### src/rtl/instruction_fetch_pkg.sv
// Shared fetch-unit types and sizes: request FSM states, halfword geometry, compressed detection.
package instruction_fetch_pkg;

  localparam int INSTRUCTION_WIDTH = 32;
  localparam int HALFWORD_WIDTH    = 16;
  localparam int FETCH_BUF_HW      = 3;

  typedef enum logic [1:0] {
    IDLE,
    REQ,
    WAIT
  } fetch_state_t;

  function automatic logic is_compressed(input logic [HALFWORD_WIDTH-1:0] hw);
    return hw[1:0] != 2'b11;
  endfunction

endpackage

### src/rtl/fetch_realign_buffer.sv
// Three-halfword realignment buffer: head decode is registered-state only; consume is applied before append.
// Latency: an append becomes visible at the head one cycle later; flush empties it in one cycle.
module fetch_realign_buffer
  import instruction_fetch_pkg::*;
#(
  parameter logic [31:0] RESET_PC = 32'h0000_0000
) (
  input  logic                         clk,
  input  logic                         rst_n,
  input  logic                         flush_i,
  input  logic [31:0]                  flush_pc_i,
  input  logic                         consume_i,
  input  logic                         append_vld_i,
  input  logic                         append_skip_low_i,
  input  logic [31:0]                  append_dat_i,
  output logic                         head_vld_o,
  output logic                         head_is_compressed_o,
  output logic [INSTRUCTION_WIDTH-1:0] head_dat_o,
  output logic [31:0]                  head_pc_o,
  output logic [1:0]                   hw_count_next_o
);

  logic [FETCH_BUF_HW-1:0][HALFWORD_WIDTH-1:0] hw_q, hw_d;
  logic [1:0]  cnt_q, cnt_d;
  logic [31:0] pc_q, pc_d;
  logic [2:0]  cnt_rm, cnt_new;
  logic        head_comp;

  assign head_comp            = (cnt_q != 2'd0) && is_compressed(hw_q[0]);
  assign head_vld_o           = head_comp || (cnt_q >= 2'd2);
  assign head_is_compressed_o = head_comp;
  assign head_pc_o            = pc_q;
  assign hw_count_next_o      = cnt_d;

  always_comb begin
    head_dat_o = '0;
    if (head_comp) begin
      head_dat_o = {16'h0000, hw_q[0]};
    end else if (cnt_q != 2'd0) begin
      head_dat_o = {hw_q[1], hw_q[0]};
    end
  end

  always_comb begin
    hw_d    = hw_q;
    pc_d    = pc_q;
    cnt_rm  = {1'b0, cnt_q};
    cnt_new = cnt_rm;
    if (flush_i) begin
      cnt_rm  = 3'd0;
      cnt_new = 3'd0;
      pc_d    = flush_pc_i & ~32'd1;
    end else begin
      if (consume_i) begin
        if (head_comp) begin
          hw_d[0] = hw_q[1];
          hw_d[1] = hw_q[2];
          cnt_rm  = cnt_rm - 3'd1;
          pc_d    = pc_q + 32'd2;
        end else begin
          hw_d[0] = hw_q[2];
          cnt_rm  = cnt_rm - 3'd2;
          pc_d    = pc_q + 32'd4;
        end
      end
      cnt_new = cnt_rm;
      // The request FSM only fetches at <=1 halfword, so the append always fits.
      if (append_vld_i) begin
        for (int i = 0; i < FETCH_BUF_HW; i++) begin
          if (append_skip_low_i) begin
            if (3'(i) == cnt_rm) hw_d[i] = append_dat_i[31:16];
          end else begin
            if (3'(i) == cnt_rm) hw_d[i] = append_dat_i[15:0];
            if (3'(i) == cnt_rm + 3'd1) hw_d[i] = append_dat_i[31:16];
          end
        end
        cnt_new = cnt_rm + (append_skip_low_i ? 3'd1 : 3'd2);
        if (cnt_new > 3'd3) cnt_new = 3'd3;
      end
    end
    cnt_d = cnt_new[1:0];
  end

  always_ff @(posedge clk or negedge rst_n) begin
    if (!rst_n) begin
      hw_q  <= '0;
      cnt_q <= 2'd0;
      pc_q  <= RESET_PC;
    end else begin
      hw_q  <= hw_d;
      cnt_q <= cnt_d;
      pc_q  <= pc_d;
    end
  end

endmodule

### src/rtl/instruction_fetch.sv
// Fetch front end: one outstanding word request, realigned 16/32-bit instructions out over valid/ready.
// Response-to-inst_valid latency is one cycle; decode backpressure stops fetching once 2+ halfwords are buffered.
module instruction_fetch
  import instruction_fetch_pkg::*;
#(
  parameter logic [31:0] RESET_PC = 32'h0000_0000
) (
  input  logic                         clk,
  input  logic                         rst_n,
  input  logic                         redirect_valid,
  input  logic [31:0]                  redirect_pc,
  output logic                         imem_req_valid,
  input  logic                         imem_req_ready,
  output logic [31:0]                  imem_req_addr,
  input  logic                         imem_rsp_valid,
  input  logic [31:0]                  imem_rsp_data,
  output logic                         inst_valid,
  input  logic                         inst_ready,
  output logic [INSTRUCTION_WIDTH-1:0] inst_data,
  output logic [31:0]                  inst_pc,
  output logic                         inst_is_compressed
);

  fetch_state_t state_q, state_d;
  logic [31:0]  fetch_addr_q, fetch_addr_d;
  logic [31:0]  req_addr_q, req_addr_d;
  logic         skip_low_q, skip_low_d;
  logic         drop_rsp_q, drop_rsp_d;
  logic         head_vld, consume, rsp_accept;
  logic [1:0]   hw_count_next;

  assign inst_valid     = head_vld & ~redirect_valid;
  assign consume        = inst_valid & inst_ready;
  assign rsp_accept     = (state_q == WAIT) && imem_rsp_valid && !drop_rsp_q && !redirect_valid;
  assign imem_req_valid = (state_q == REQ);
  assign imem_req_addr  = req_addr_q;

  fetch_realign_buffer #(.RESET_PC(RESET_PC)) u_buf (
    .clk                  (clk),
    .rst_n                (rst_n),
    .flush_i              (redirect_valid),
    .flush_pc_i           (redirect_pc),
    .consume_i            (consume),
    .append_vld_i         (rsp_accept),
    .append_skip_low_i    (skip_low_q),
    .append_dat_i         (imem_rsp_data),
    .head_vld_o           (head_vld),
    .head_is_compressed_o (inst_is_compressed),
    .head_dat_o           (inst_data),
    .head_pc_o            (inst_pc),
    .hw_count_next_o      (hw_count_next)
  );

  always_comb begin
    state_d      = state_q;
    fetch_addr_d = fetch_addr_q;
    req_addr_d   = req_addr_q;
    skip_low_d   = skip_low_q;
    drop_rsp_d   = drop_rsp_q;
    case (state_q)
      IDLE: begin
        if (hw_count_next <= 2'd1) state_d = REQ;
      end
      REQ: begin
        if (imem_req_ready) begin
          state_d = WAIT;
          // A request left over from a redirect must not bump the new target.
          if (!drop_rsp_q) fetch_addr_d = req_addr_q + 32'd4;
        end
      end
      WAIT: begin
        if (imem_rsp_valid) begin
          drop_rsp_d = 1'b0;
          if (rsp_accept) skip_low_d = 1'b0;
          state_d = (hw_count_next <= 2'd1) ? REQ : IDLE;
        end
      end
      default: state_d = IDLE;
    endcase
    if (redirect_valid) begin
      fetch_addr_d = {redirect_pc[31:2], 2'b00};
      skip_low_d   = redirect_pc[1];
      if (state_q == REQ || (state_q == WAIT && !imem_rsp_valid)) drop_rsp_d = 1'b1;
    end
    if (state_d == REQ && state_q != REQ) req_addr_d = fetch_addr_d;
  end

  always_ff @(posedge clk or negedge rst_n) begin
    if (!rst_n) begin
      state_q      <= IDLE;
      fetch_addr_q <= {RESET_PC[31:2], 2'b00};
      req_addr_q   <= {RESET_PC[31:2], 2'b00};
      skip_low_q   <= RESET_PC[1];
      drop_rsp_q   <= 1'b0;
    end else begin
      state_q      <= state_d;
      fetch_addr_q <= fetch_addr_d;
      req_addr_q   <= req_addr_d;
      skip_low_q   <= skip_low_d;
      drop_rsp_q   <= drop_rsp_d;
    end
  end

endmodule

### config.mk
export PLATFORM = sky130hd
export DESIGN_NAME = instruction_fetch
export DESIGN_NICKNAME = d
export VERILOG_FILES = /design/src/rtl/instruction_fetch_pkg.sv /design/src/rtl/fetch_realign_buffer.sv /design/src/rtl/instruction_fetch.sv
export SDC_FILE = /design/constraint.sdc
export NUM_CORES = 1
export LEC_CHECK = 0
export ABC_AREA = 1
export CAP_MARGIN = 10
export CORE_UTILIZATION = 50
export DETAILED_ROUTE_END_ITERATION = 6
export GPL_ROUTABILITY_DRIVEN = 0
export PLACE_DENSITY_LB_ADDON = 0.3
export RECOVER_POWER = 50
export SYNTH_ARGS = -nofsm -noshare
export SYNTH_HDL_FRONTEND = slang
export SYNTH_HIERARCHICAL = 1
export SYNTH_SLANG_ARGS = --single-unit
### constraint.sdc
create_clock -name clk -period 4.1 [get_ports clk]
set_input_delay 0.41 -clock clk [delete_from_list [all_inputs] [get_ports clk]]
set_output_delay 0.41 -clock clk [all_outputs]
set_load 0.005 [all_outputs]
=== Word-level counts from Yosys, hierarchy flattened ===
Cells that the tools add are included.

* Input bits: 70
* Bits in registers: 150
* Logic and storage cells: 100

* $add $sub $neg: 7
* Reduce and logical (&&, ||, !) cells: 22
* Multiplexer cells: 45
* Eq/ne operators: 10
* $lt $le $gt $ge: 3
* Bitwise logic cells: 3

{| class="wikitable"
|+ Operators by type and width
! kind !! count
|-
| 2-to-1 mux 32 bit || 11
|-
| 2-to-1 mux 16 bit || 14
|-
| adder 32 x 3 -> 32 bit (second input constant) || 2
|-
| adder 32 x 2 -> 32 bit (second input constant) || 1
|-
| 2-to-1 mux 2 bit || 7
|-
| nonzero test 2 bit || 6
|-
| 2-to-1 mux 1 bit || 9
|-
| 2-to-1 mux 3 bit || 3
|-
| == test 1 x 3 -> 1 bit (first input constant) || 2
|-
| == test 2 x 3 -> 1 bit (first input constant) || 2
|-
| logical AND 1 bit || 6
|-
| logical NOT 3 bit || 2
|-
| one-hot mux 2 bit (3 select lines) || 1
|-
| == test 2 x 1 -> 1 bit (second input constant) || 2
|-
| != test 2 x 1 -> 1 bit (second input constant) || 2
|-
| AND reduction 4 bit || 1
|-
| adder 3 x 1 -> 3 bit (second input constant) || 1
|-
| adder 3 x 2 -> 3 bit || 1
|-
| greater-than comparator 3 x 2 -> 1 bit (second input constant) || 1
|-
| logical NOT 1 bit || 3
|-
| AND reduction 3 bit || 1
|-
| subtractor 2 x 1 -> 3 bit (second input constant) || 1
|-
| subtractor 2 x 2 -> 3 bit (second input constant) || 1
|-
| bitwise AND 1 bit || 2
|-
| 7 further kinds || 8
|}

=== Longest topological paths before layout ===
Gate-level depths: netlist of the first run.

* Depth in word-level cells: 18
* Mapped depth: 24

=== By module ===
Netlist of the first run, hierarchy kept.

{| class="wikitable"
|+ By module, submodules not included
! module !! area an instance (um2) !! cells an instance !! times used
|-
| fetch_realign_buffer || 6,877.8 || 1,064 || 1
|-
| instruction_fetch || 3,844.9 || 558 || 1
|}

=== Worst setup path after synthesis of the first run ===
Ideal clock, no wire load.

* Kind: flip-flop to flip-flop
* Start: reg u_buf.cnt_q[0]
* End: reg state_q[0]
* Arrival time: 3.749 ns
* Data required time: 3.958 ns
* Stages on the path, launching flop included: 24
* Path buffers: 6
* Slack: 0.208 ns
* Cell sequence: dfrtp_1 > inv_1 > ha_1 > buf_6 > inv_8 > nand2_4 > clkbuf_1 > nand2_1 > and3_1 > buf_2 > nand3_4 > nand2_2 > nand2_1 > nand2_4 > buf_6 > buf_2 > fa_1 > xnor2_1 > nor3_1 > a211oi_1 > nor3_2 > inv_1 > clkbuf_1 > o21ai_0

* Cells in the longest elaborated chain, start to end: 16

{| class="wikitable"
|+ RTL lines
! item !! line !! text
|-
| start, declared || fetch_realign_buffer.sv:24 || <nowiki>logic [1:0] cnt_q, cnt_d;</nowiki>
|-
| start signal, assigned || fetch_realign_buffer.sv:91 || <nowiki>cnt_q <= cnt_d;</nowiki>
|-
| parallel branches: the longest is 2 deep, another holds >= comparator 2 bit || -- ||
|-
| logical OR 1 bit * || fetch_realign_buffer.sv:30 || <nowiki>assign head_vld_o = head_comp || (cnt_q >= 2'd2);</nowiki>
|-
| via head_vld || instruction_fetch.sv:29 || <nowiki>logic head_vld, consume, rsp_accept;</nowiki>
|-
| bitwise AND 1 bit * || instruction_fetch.sv:32 || <nowiki>assign inst_valid = head_vld & ~redirect_valid;</nowiki>
|-
| bitwise AND 1 bit * || instruction_fetch.sv:33 || <nowiki>assign consume = inst_valid & inst_ready;</nowiki>
|-
| via consume || instruction_fetch.sv:29 ||
|-
| 2-to-1 mux 3 bit * || fetch_realign_buffer.sv:54 || <nowiki>if (consume_i) begin</nowiki>
|-
| 2-to-1 mux 3 bit * || fetch_realign_buffer.sv:49 || <nowiki>if (flush_i) begin</nowiki>
|-
| [... 3 more ...] || -- ||
|-
| 2-to-1 mux 2 bit * || fetch_realign_buffer.sv:68 || <nowiki>if (append_vld_i) begin</nowiki>
|-
| 2-to-1 mux 2 bit * || fetch_realign_buffer.sv:49 ||
|-
| via hw_count_next[1] || instruction_fetch.sv:30 || <nowiki>logic [1:0] hw_count_next;</nowiki>
|-
| less-or-equal comparator 2 x 1 -> 1 bit * || instruction_fetch.sv:62, instruction_fetch.sv:75 ||
|-
| 2-to-1 mux 1 bit || instruction_fetch.sv:75 || <nowiki>state_d = (hw_count_next <= 2'd1) ? REQ : IDLE;</nowiki>
|-
| 2-to-1 mux 2 bit || instruction_fetch.sv:72 || <nowiki>if (imem_rsp_valid) begin</nowiki>
|-
| one-hot mux 2 bit (3 select lines) * || instruction_fetch.sv:60 || <nowiki>case (state_q)</nowiki>
|-
| via state_d[0] || instruction_fetch.sv:24 || <nowiki>fetch_state_t state_q, state_d;</nowiki>
|-
| end signal, assigned || instruction_fetch.sv:96 || <nowiki>state_q <= state_d;</nowiki>
|-
| end, declared || instruction_fetch.sv:24 ||
|}

Mark *: on every way through the listed nets, which the timed path passes. The select of a mux whose other input is x is not followed.
A chain may end at the register's enable or synchronous reset.

=== Worst setup path in the final report of the first run ===
* Start: reg u_buf.cnt_q[0]
* End: reg u_buf.pc_q[29], in the netlist u_buf/head_pc_o[29]

* Cells in the longest elaborated chain, start to end: 6

{| class="wikitable"
|+ RTL lines
! item !! line !! text
|-
| parallel branches: the longest is 2 deep, another holds >= comparator 2 bit || -- ||
|-
| logical OR 1 bit * || fetch_realign_buffer.sv:30 ||
|-
| via head_vld || instruction_fetch.sv:29 ||
|-
| bitwise AND 1 bit * || instruction_fetch.sv:32 ||
|-
| bitwise AND 1 bit * || instruction_fetch.sv:33 ||
|-
| via consume || instruction_fetch.sv:29 ||
|-
| nonzero test 2 bit (no line) * || -- ||
|-
| end signal, assigned || fetch_realign_buffer.sv:92 || <nowiki>pc_q <= pc_d;</nowiki>
|-
| end, declared || fetch_realign_buffer.sv:25 || <nowiki>logic [31:0] pc_q, pc_d;</nowiki>
|}

Marks and branches as above.

==> flow_summary_export.csv, run 1 <==
group,metric,value,unit
final_layout,finalInstanceArea,13100,um^2
clock_tree,cts_inserted_buffers,17,
global_routing,grt_pass1_wl,53.9,mm
hold_path,hp-class,"input port to flip-flop",
global_routing,grt_pass1_vias,10529,
detailed_routing,dr.pass1.iters,5,
floorplan,num_rows,53,
place,dp_slack,0.326,ns
detailed_routing,finalWirelength,34.4,mm
detailed_routing,vias,11432,
timing,tns,0,ns
yosys,yosysTopAreaCell,"dfrtp_1",
yosys,synth_top_area_share,34.8,%
yosys,yosys-top-cells-area,"dfrtp_1, nand2_1, nor2_1, nand3_1, inv_1",
clock_tree,htree_levels,4,
timing,finalHoldViolations,0,
worst_setup_path,crit_chain,"inv_1 -> ha_1 -> inv_8 -> nand2_4 -> nand2_1 -> and3_1 -> buf_4 -> inv_1 -> nor2_1 -> inv_1 -> a21oi_1 -> o21ai_0 -> nand2_1",
timing,max_slew.worst_pin.slew,2.45,ns
yosys,synth_area,10700,um^2
yosys,yosysWarnings,6,
yosys,synthArstFlopShare,100,%
timing,fin_crit,3.71,ns
clock_tree,clock-root-buffer,"clkbuf_16",
worst_setup_path,crit_fanout,25,
timing,fmax,0.269,GHz
global_routing,grt_overflow,0,
status,violations,"max-capacitance violations, max-slew violations",
place,place_inst,2001,
timing,timing.final.ws_setup,0.388,ns
final_layout,fin_cells,2033,
final_layout,final_cell_mix,"nand2_1, nor2_1, inv_1",
detailed_routing,viasPerCell,5.62,
worst_setup_path,crit_type,"flip-flop to flip-flop",
yosys,syn-mean-instance-area,6.61,um^2
detailed_routing,ant_nets,0,
floorplan,die_area,22000,um^2
yosys,ys_ff_latch,149,
worst_setup_path,arrival,4.07,ns
final_layout,fin_nets,1823,
worst_setup_path,slowest_stage,"nor2_1",
floorplan,fp.coreArea,21000,um^2
timing,max-slew-margin-rel,-63.2,%
yosys,synth_edf_count,0,
timing,min_period_over_period,90.5,%
final_layout,final_common_cell,"nand2_1",
place,postPlaceCellArea,12400,um^2
place,io_buffers,166,
final_layout,drive_above_1_share,7.57,%
pwr,peakVddDrop,0.267,mV
yosys,syn-num-nets,1700,
clock_tree,cts_sinks,149,
status,status,"complete, but fails checks",
worst_setup_path,cp.required,4.46,ns
clock_tree,clkSlewWorstSetupHoldPaths,0.06,ns
detailed_routing,first_iter_violations,989,
yosys,synthCells,1622,
final_layout,area_delta_synth_final,21.8,%
clock_tree,ctsHoldBuffers,0,
yosys,synth_top_flop_cell,"dfrtp_1",
pwr,leakagePower,5.79,nW
global_routing,grt_max_degree,95,
timing,slew_violations,95,
yosys,synthDistinctLibCells,52,
detailed_routing,drc,0,
clock_tree,cts_buffer_depth,2,
pwr,power_density,474,nW/um^2
timing,finClkSkew,0.00734,ns
detailed_routing,post_drt_wl_per_cell,16.9,um
floorplan,die_x,148,um
worst_setup_path,cpPeakStageDelay,0.93,ns
worst_setup_path,end_kind,"flip-flop",
global_routing,grt_use_total,31.5,%
clock_tree,cts_tree,"done",
floorplan,pin_count,169,
floorplan,initial_core_util,51.0,%
worst_setup_path,cpMostUsedCell,"inv_1",
yosys,yosysSeqAreaShare,34.8,%
final_layout,utilization,62.1,%
timing,grt_setup_unrepaired,"false",
worst_setup_path,startpoint_type,"flip-flop",
place,dpl.hpwl,23.2,mm
flow_run,maxCapViolations,1,
timing,setup_viol_count_final,0,
floorplan,die_h,148,um
clock_tree,clk_latency,0.43,ns
global_routing,grt_antenna_before_repair,0,
metrics by stage:
step	hold WS, ns	power, mW
after floorplan	0.114	3.57
after global placement	0.501	4.45
after detailed placement	0.502	4.51
after CTS	0.0999	6.24
after global routing	0.499	6.58
final	0.495	6.20
critical path: cells and delay by family (launching register included):
family,cells,cell delay [ns]
adders and majority gates,1,0.31
AOI/OAI and AO/OA,2,0.34
buffers and inverters,5,1.24
DFF,1,0.36
and+or+nand+nor,5,1.39
registers in the layout (all words and copies together) (netlist names):
register and cells:
imem_req_addr 32, skip_low_q 1, u_buf/cnt_q 2, state_q 2
fetch_addr_q 32, drop_rsp_q 1, u_buf/hw_q 48, u_buf/head_pc_o 31
path summary, 6_finish.rpt:
| kind | start | slack [ns] | depth (start not counted) | end |
|---|---|---|---|---|
| max in group asynchronous | rst_n | 0.95 | 2 | u_buf/hw_q[20] |
| min reg2reg | u_buf/hw_q[2] | 0.51 | 2 | u_buf/hw_q[2] |
| max reg2reg | u_buf/cnt_q[0] | 0.39 | 13 | u_buf/head_pc_o[29] |
| max | u_buf/cnt_q[0] | 0.39 | 13 | u_buf/head_pc_o[29] |
| min | redirect_valid | 0.50 | 5 | skip_low_q |
| min in group asynchronous | rst_n | 0.68 | 1 | imem_req_addr[20] |
routing by layer:
| metal | share of wire, % | track usage [%] |
|---|---|---|
| met5 | 0 | 0 |
| met4 | 4.5 | 17.4 |
| met3 | 7.1 | 4.39 |
| met2 | 48 | 51.9 |
| met1 | 40 | 39.8 |
layout make-up:
cell class / count / area [um^2]
well taps: 275 / 344
diodes: 1 / 2.50
clock inverters: 11 / 173
repair buffers: 188 / 1820
multi-input cells: 1227 / 5910
flip-flops and latches: 149 / 3730
fillers: 1981 / 7960
clock buffers: 20 / 467
inverters: 162 / 621
kinds of logic (layout without fill, tap and decap cells):
family                     Yosys count  count (layout)  share of synthesized area [%]
AOI/OAI and AO/OA                  240             240                           13.6
DFF                                149             149                           34.8
buffers and inverters              246             381                           10.3
xor gates and xnor gates            20              20                           1.63
other                                1               2                         0.0350
adders and majority gates            8               8                           1.00
and+or+nand+nor                    958             958                           38.6
Yosys cell counts (2+ instances only):
master      n
nand2_1   485
nor2_1    243
inv_1     154
dfrtp_1   149
nand3_1   134
a21oi_1    80
o21ai_0    51
clkbuf_1   36
o21ai_1    28
nor3_1     26
o211ai_1   25
buf_2      19
o221ai_1   18
buf_6      15
a22oi_1    14
xor2_1     14
nand2_2    13
nor2_4     12
nand2_4    11
a21oi_2     9
buf_1       9
nand4_1     9
nor2_2      8
ha_1        7
xnor2_1     6
nand3b_1    5
buf_4       4
a31oi_1     3
inv_2       3
o21ai_2     3
clkinv_1    2
inv_4       2
nand3_2     2
nor3_2      2
nor3_4      2
o31ai_1     2
or2_2       2
power by group:
group          switching (mW)  leakage (nW)  internal (mW)
clock network           0.642         0.313           1.07
registers               0.404          1.68           1.83
logic                    1.30          3.79          0.948
total                    2.35          5.79           3.85
timing repair:
| action | in CTS | in global routing |
|---|---|---|
| gates resized for setup | 0 | 1 |
| setup buffers | 0 | 0 |
| setup endpoints to repair | 0 | 8 |
No activity file was read; power rests on OpenSTA's default activity.
==> inputs of run 2 (changes only) <==
==> constraint.sdc (replaced) <==
create_clock -name clk -period 4.1 [get_ports clk]
set_input_delay 0.82 -clock clk [delete_from_list [all_inputs] [get_ports clk]]
set_output_delay 0.82 -clock clk [all_outputs]
set_load 0.005 [all_outputs]
==> flow_summary_export.csv, run 2 (synthesis results as in run 1) <==
group,metric,value,unit
final_layout,area_delta_synth_final,21.6,%
hold_path,min_path_cells,2,
detailed_routing,vias,11535,
clock_tree,cts_sinks,149,
timing,min_period_over_period,90.6,%
worst_setup_path,crit_type,"flip-flop to flip-flop",
place,place_inst,2007,
worst_setup_path,cpPeakStageDelay,0.40,ns
detailed_routing,viasPerCell,5.65,
place,dpl.hpwl,23.8,mm
floorplan,die_h,148,um
worst_setup_path,end_kind,"flip-flop",
worst_setup_path,crit_family,"simple AND/OR/NAND/NOR gates",
pwr,peakVddDrop,0.289,mV
clock_tree,clk_latency,0.44,ns
global_routing,grt_use_total,32.4,%
worst_setup_path,cp.depth,19,
timing,finClkSkew,0.00876,ns
final_layout,fin_nets,1829,
clock_tree,htree_levels,4,
final_layout,fillers,1952,
clock_tree,cts_tree,"done",
floorplan,pin_count,169,
timing,tns,0,ns
timing,timing.final.ws_setup,0.385,ns
final_layout,largest_register_ffs,48,
detailed_routing,finalWirelength,34.6,mm
detailed_routing,ant_nets,0,
flow_run,maxCapViolations,1,
timing,max-slew-margin-rel,-51.3,%
floorplan,die_x,148,um
floorplan,num_rows,53,
timing,slew_violations,85,
final_layout,drive_above_1_share,7.14,%
final_layout,final_cell_mix,"nand2_1, nor2_1, inv_1",
worst_setup_path,arrival,4.08,ns
global_routing,grt_pass1_wl,55.4,mm
detailed_routing,drc,0,
global_routing,grt_antenna_before_repair,2,
clock_tree,ctsHoldBuffers,0,
worst_setup_path,startpoint_type,"flip-flop",
detailed_routing,first_iter_violations,1203,
status,status,"complete, but fails checks",
worst_setup_path,slowest_stage,"fa_1",
clock_tree,cts_buffer_depth,2,
detailed_routing,dr.pass1.iters,6,
clock_tree,post-cts-setup-buffer-count,0,
place,postPlaceCellArea,12500,um^2
timing,finalHoldViolations,0,
global_routing,grt_overflow,0,
detailed_routing,post_drt_wl_per_cell,17.0,um
final_layout,fin_cells,2041,
status,violations,"max-capacitance violations, max-slew violations",
floorplan,fp.coreArea,21000,um^2
worst_setup_path,cpMostUsedCell,"nand2_1",
floorplan,initial_core_util,51.0,%
timing,fmax,0.269,GHz
clock_tree,cts_inserted_buffers,17,
timing,grt_setup_unrepaired,"false",
worst_setup_path,cp.required,4.47,ns
timing,max_slew.worst_pin.slew,2.27,ns
pwr,power_density,475,nW/um^2
timing,fin_crit,3.71,ns
final_layout,top_register,"u_buf/hw_q",
global_routing,grt_max_degree,85,
global_routing,grt_pass1_vias,10867,
place,io_buffers,166,
clock_tree,clock-root-buffer,"clkbuf_16",
timing,setup_viol_count_final,0,
worst_setup_path,crit_fanout,20,
hold_path,hp-class,"flip-flop to flip-flop",
worst_setup_path,crit_chain,"inv_1 -> ha_1 -> inv_8 -> nand2_4 -> nand2_1 -> and3_1 -> nand3_4 -> nand2_1 -> nand2_1 -> ha_1 -> fa_1 -> xnor2_1 -> nor3_1 -> a211oi_1 -> nor3_4 -> inv_1 -> buf_4 -> nand2_1 -> nand2_1",
clock_tree,cts_resized,0,
worst_setup_path,path_buf_inv,4,
final_layout,utilization,62.0,%
final_layout,final_common_cell,"nand2_1",
worst_setup_path,rr_worst_depth,19,
clock_tree,clkSlewWorstSetupHoldPaths,0.07,ns
place,dp_slack,0.158,ns
floorplan,die_area,22000,um^2
final_layout,finalInstanceArea,13000,um^2
pwr,leakagePower,5.76,nW
==> run 2: cell count changes in the layout (fill, tap and decap cells not counted), sizes merged, moves of 2 or more <==
cell and change:
clkdlybuf4s50 +14, dlygate4sd3 -14, clkbuf +4, buf +2
inv +2
==> run 2: stage by stage <==
stage               power, mW  hold slack (ns)
floorplan                3.57            0.489
global placement         4.47            0.499
global route             6.58            0.553
CTS                      6.22            0.488
finish                   6.19            0.519
detailed placement       4.54            0.506
==> run 2: power by group <==
part	switching (mW)	leakage, nW	total, mW	internal, mW
Clock	0.670	0.304	1.69	1.02
Combinational	1.29	3.78	2.27	0.972
Sequential	0.409	1.68	2.24	1.83
Total	2.37	5.76	6.19	3.82
==> run 2: path summary, 6_finish.rpt <==
| path | from | to | slack (ns) |
|---|---|---|---|
| worst max-delay path | u_buf/cnt_q[0] | imem_req_addr[12] | 0.39 |
| worst min-delay path | u_buf/hw_q[2] | u_buf/hw_q[2] | 0.52 |
| worst max register to register | u_buf/cnt_q[0] | imem_req_addr[12] | 0.39 |
| worst min register to register | u_buf/hw_q[2] | u_buf/hw_q[2] | 0.52 |
| max in group asynchronous | rst_n | u_buf/head_pc_o[11] | 0.85 |
| min in group asynchronous | rst_n | fetch_addr_q[17] | 1.02 |
==> run 2: cell type report <==
class	count	area, um^2	area share (%)
multi-input cells	1227	5870	45.0
flip-flops and latches	149	3730	28.6
repair buffers	194	1850	14.2
inverters	162	621	4.76
clock buffers	20	467	3.58
well taps	275	344	2.64
clock inverters	12	166	1.28
diodes	2	5.00	0.0384
==> run 2: routing by layer <==
metal,vias up,track usage [%],part of all wire [%]
li1,5458,-,-
met1,5373,40.1,39
met2,587,53.9,48
met3,117,4.72,7.9
met4,0,18.5,5.0
met5,-,0,0
==> run 2: worst min-delay path: stages (launching register included) <==
cell and delay [ns]:
dfrtp_1 0.34, nor2_1 0.05, a21oi_2 0.09
==> inputs of run 3 (changes only) <==
--- a/config.mk
+++ b/config.mk
@@ -10,7 +10,7 @@
 export CORE_UTILIZATION = 50
 export DETAILED_ROUTE_END_ITERATION = 6
 export GPL_ROUTABILITY_DRIVEN = 0
-export PLACE_DENSITY_LB_ADDON = 0.3
+export PLACE_DENSITY = 0.78
 export RECOVER_POWER = 50
 export SYNTH_ARGS = -nofsm -noshare
 export SYNTH_HDL_FRONTEND = slang
==> flow_summary_export.csv, run 3 (synthesis results as in run 1) <==
group,metric,value,unit
status,status,"complete, but fails checks",
status,violations,"max-capacitance violations, max-slew violations",
floorplan,initial_core_util,51.0,%
worst_setup_path,crit_type,"flip-flop to flip-flop",
timing,timing.final.ws_setup,0.249,ns
global_routing,grt_max_degree,71,
worst_setup_path,cp.required,4.36,ns
clock_tree,clk_latency,0.43,ns
detailed_routing,drc,0,
worst_setup_path,crit_fanout,23,
final_layout,top_register,"u_buf/hw_q",
clock_tree,post-cts-setup-buffer-count,0,
detailed_routing,viasPerCell,5.68,
place,dp_slack,-0.0898,ns
timing,fmax,0.260,GHz
worst_setup_path,end_kind,"flip-flop",
worst_setup_path,slowest_stage,"inv_1",
worst_setup_path,rr_worst_depth,18,
final_layout,final_common_cell,"nand2_1",
pwr,peakVddDrop,0.259,mV
timing,fin_crit,3.85,ns
clock_tree,cts_buffer_depth,2,
timing,max_slew.worst_pin.slew,1.90,ns
floorplan,num_rows,53,
worst_setup_path,cpMostUsedCell,"nand2_1",
detailed_routing,vias,11577,
detailed_routing,post_drt_wl_per_cell,16.8,um
worst_setup_path,arrival,4.11,ns
clock_tree,clock-root-buffer,"clkbuf_16",
place,place_inst,2007,
worst_setup_path,path_buf_inv,4,
timing,setup_viol_count_final,0,
global_routing,grt_use_total,31.7,%
final_layout,fin_nets,1829,
clock_tree,cts_inserted_buffers,17,
final_layout,utilization,61.7,%
global_routing,grt_antenna_before_repair,0,
pwr,leakagePower,5.74,nW
detailed_routing,finalWirelength,34.3,mm
timing,grt_setup_unrepaired,"false",
clock_tree,cts_sinks,149,
timing,min_period_over_period,93.9,%
floorplan,pin_count,169,
place,io_buffers,166,
clock_tree,cts_resized,0,
hold_path,min_path_cells,2,
clock_tree,clkSlewWorstSetupHoldPaths,0.06,ns
final_layout,diodes,0,
floorplan,die_x,148,um
floorplan,fp.coreArea,21000,um^2
clock_tree,ctsHoldBuffers,0,
final_layout,area_delta_synth_final,21.0,%
timing,slew_violations,71,
timing,finClkSkew,0.00920,ns
worst_setup_path,cpPeakStageDelay,0.60,ns
worst_setup_path,crit_family,"buffers and inverters",
worst_setup_path,crit_chain,"inv_1 -> ha_1 -> inv_8 -> nand2_4 -> nand2_1 -> and3_1 -> nand3_4 -> nand2_1 -> nand2_1 -> ha_1 -> fa_1 -> xnor2_1 -> nor3_1 -> a211oi_1 -> buf_4 -> nor3_4 -> inv_1 -> o21ai_0",
final_layout,largest_register_ffs,48,
final_layout,final_cell_mix,"nand2_1, nor2_1, inv_1",
worst_setup_path,cp.depth,18,
global_routing,grt_pass1_wl,54.6,mm
global_routing,grt_pass1_vias,10622,
flow_run,maxCapViolations,1,
worst_setup_path,startpoint_type,"flip-flop",
pwr,power_density,466,nW/um^2
clock_tree,htree_levels,4,
timing,finalHoldViolations,0,
clock_tree,cts_tree,"done",
floorplan,die_h,148,um
detailed_routing,dr.pass1.iters,6,
floorplan,die_area,22000,um^2
detailed_routing,first_iter_violations,1101,
global_routing,grt_overflow,0,
final_layout,drive_above_1_share,7.20,%
hold_path,hp-class,"flip-flop to flip-flop",
final_layout,fin_cells,2039,
place,dpl.hpwl,23.6,mm
detailed_routing,ant_nets,0,
timing,max-slew-margin-rel,-26.4,%
==> run 3: path summary, 6_finish.rpt <==
check / startpoint / end / slack, ns
min in group asynchronous: rst_n / fetch_addr_q[20] / 0.87
worst max register to register: u_buf/cnt_q[1] / state_q[0] / 0.25
worst min register to register: u_buf/hw_q[2] / u_buf/hw_q[2] / 0.52
worst max-delay path: u_buf/cnt_q[1] / state_q[0] / 0.25
worst min-delay path: u_buf/hw_q[2] / u_buf/hw_q[2] / 0.52
max in group asynchronous: rst_n / u_buf/hw_q[17] / 0.96
==> run 3: worst reg2reg max path, delay by kind of cell (launching register included) <==
family	cells	cell delay [ns]
buffers and inverters	4	0.99
adder cells (fa/ha/maj)	3	0.88
AND/OR/NAND/NOR	8	0.74
flip-flops	1	0.42
AO/OA/AOI/OAI	2	0.41
XOR/XNOR	1	0.23
==> run 3: routing by layer <==
metal	up-vias	track usage [%]	part of all wire [%]
met4	0	16.4	4.6
met5	-	0	0
met2	630	51.8	47
met3	107	4.79	8.4
met1	5385	40.6	40
li1	5455	-	-
==> run 3: metrics by stage <==
stage               hold WS [ns]  cell area (um^2)  power (mW)  TNS [ns]
floorplan                  0.489             10700        3.57         0
global placement           0.499             12500        4.46         0
detailed placement         0.507             12500        4.53   -0.0898
CTS                        0.422             13100        6.07         0
global route               0.546             13000        6.43         0
finish                     0.522             13000        6.05         0
==> run 3: final cells by class <==
class	count	area, um^2
repair buffers	194	1850
flip-flops and latches	149	3730
clock buffers	19	433
inverters	162	621
clock inverters	13	135
fillers	1939	8040
multi-input cells	1227	5870
well taps	275	344
==> run 3: power by group <==
group          leakage, nW  switching (mW)  total (mW)  internal, mW
logic                 3.79            1.30        2.27         0.971
registers             1.68           0.409        2.24          1.83
clock network        0.276           0.649        1.54         0.893
total                 5.74            2.36        6.05          3.69
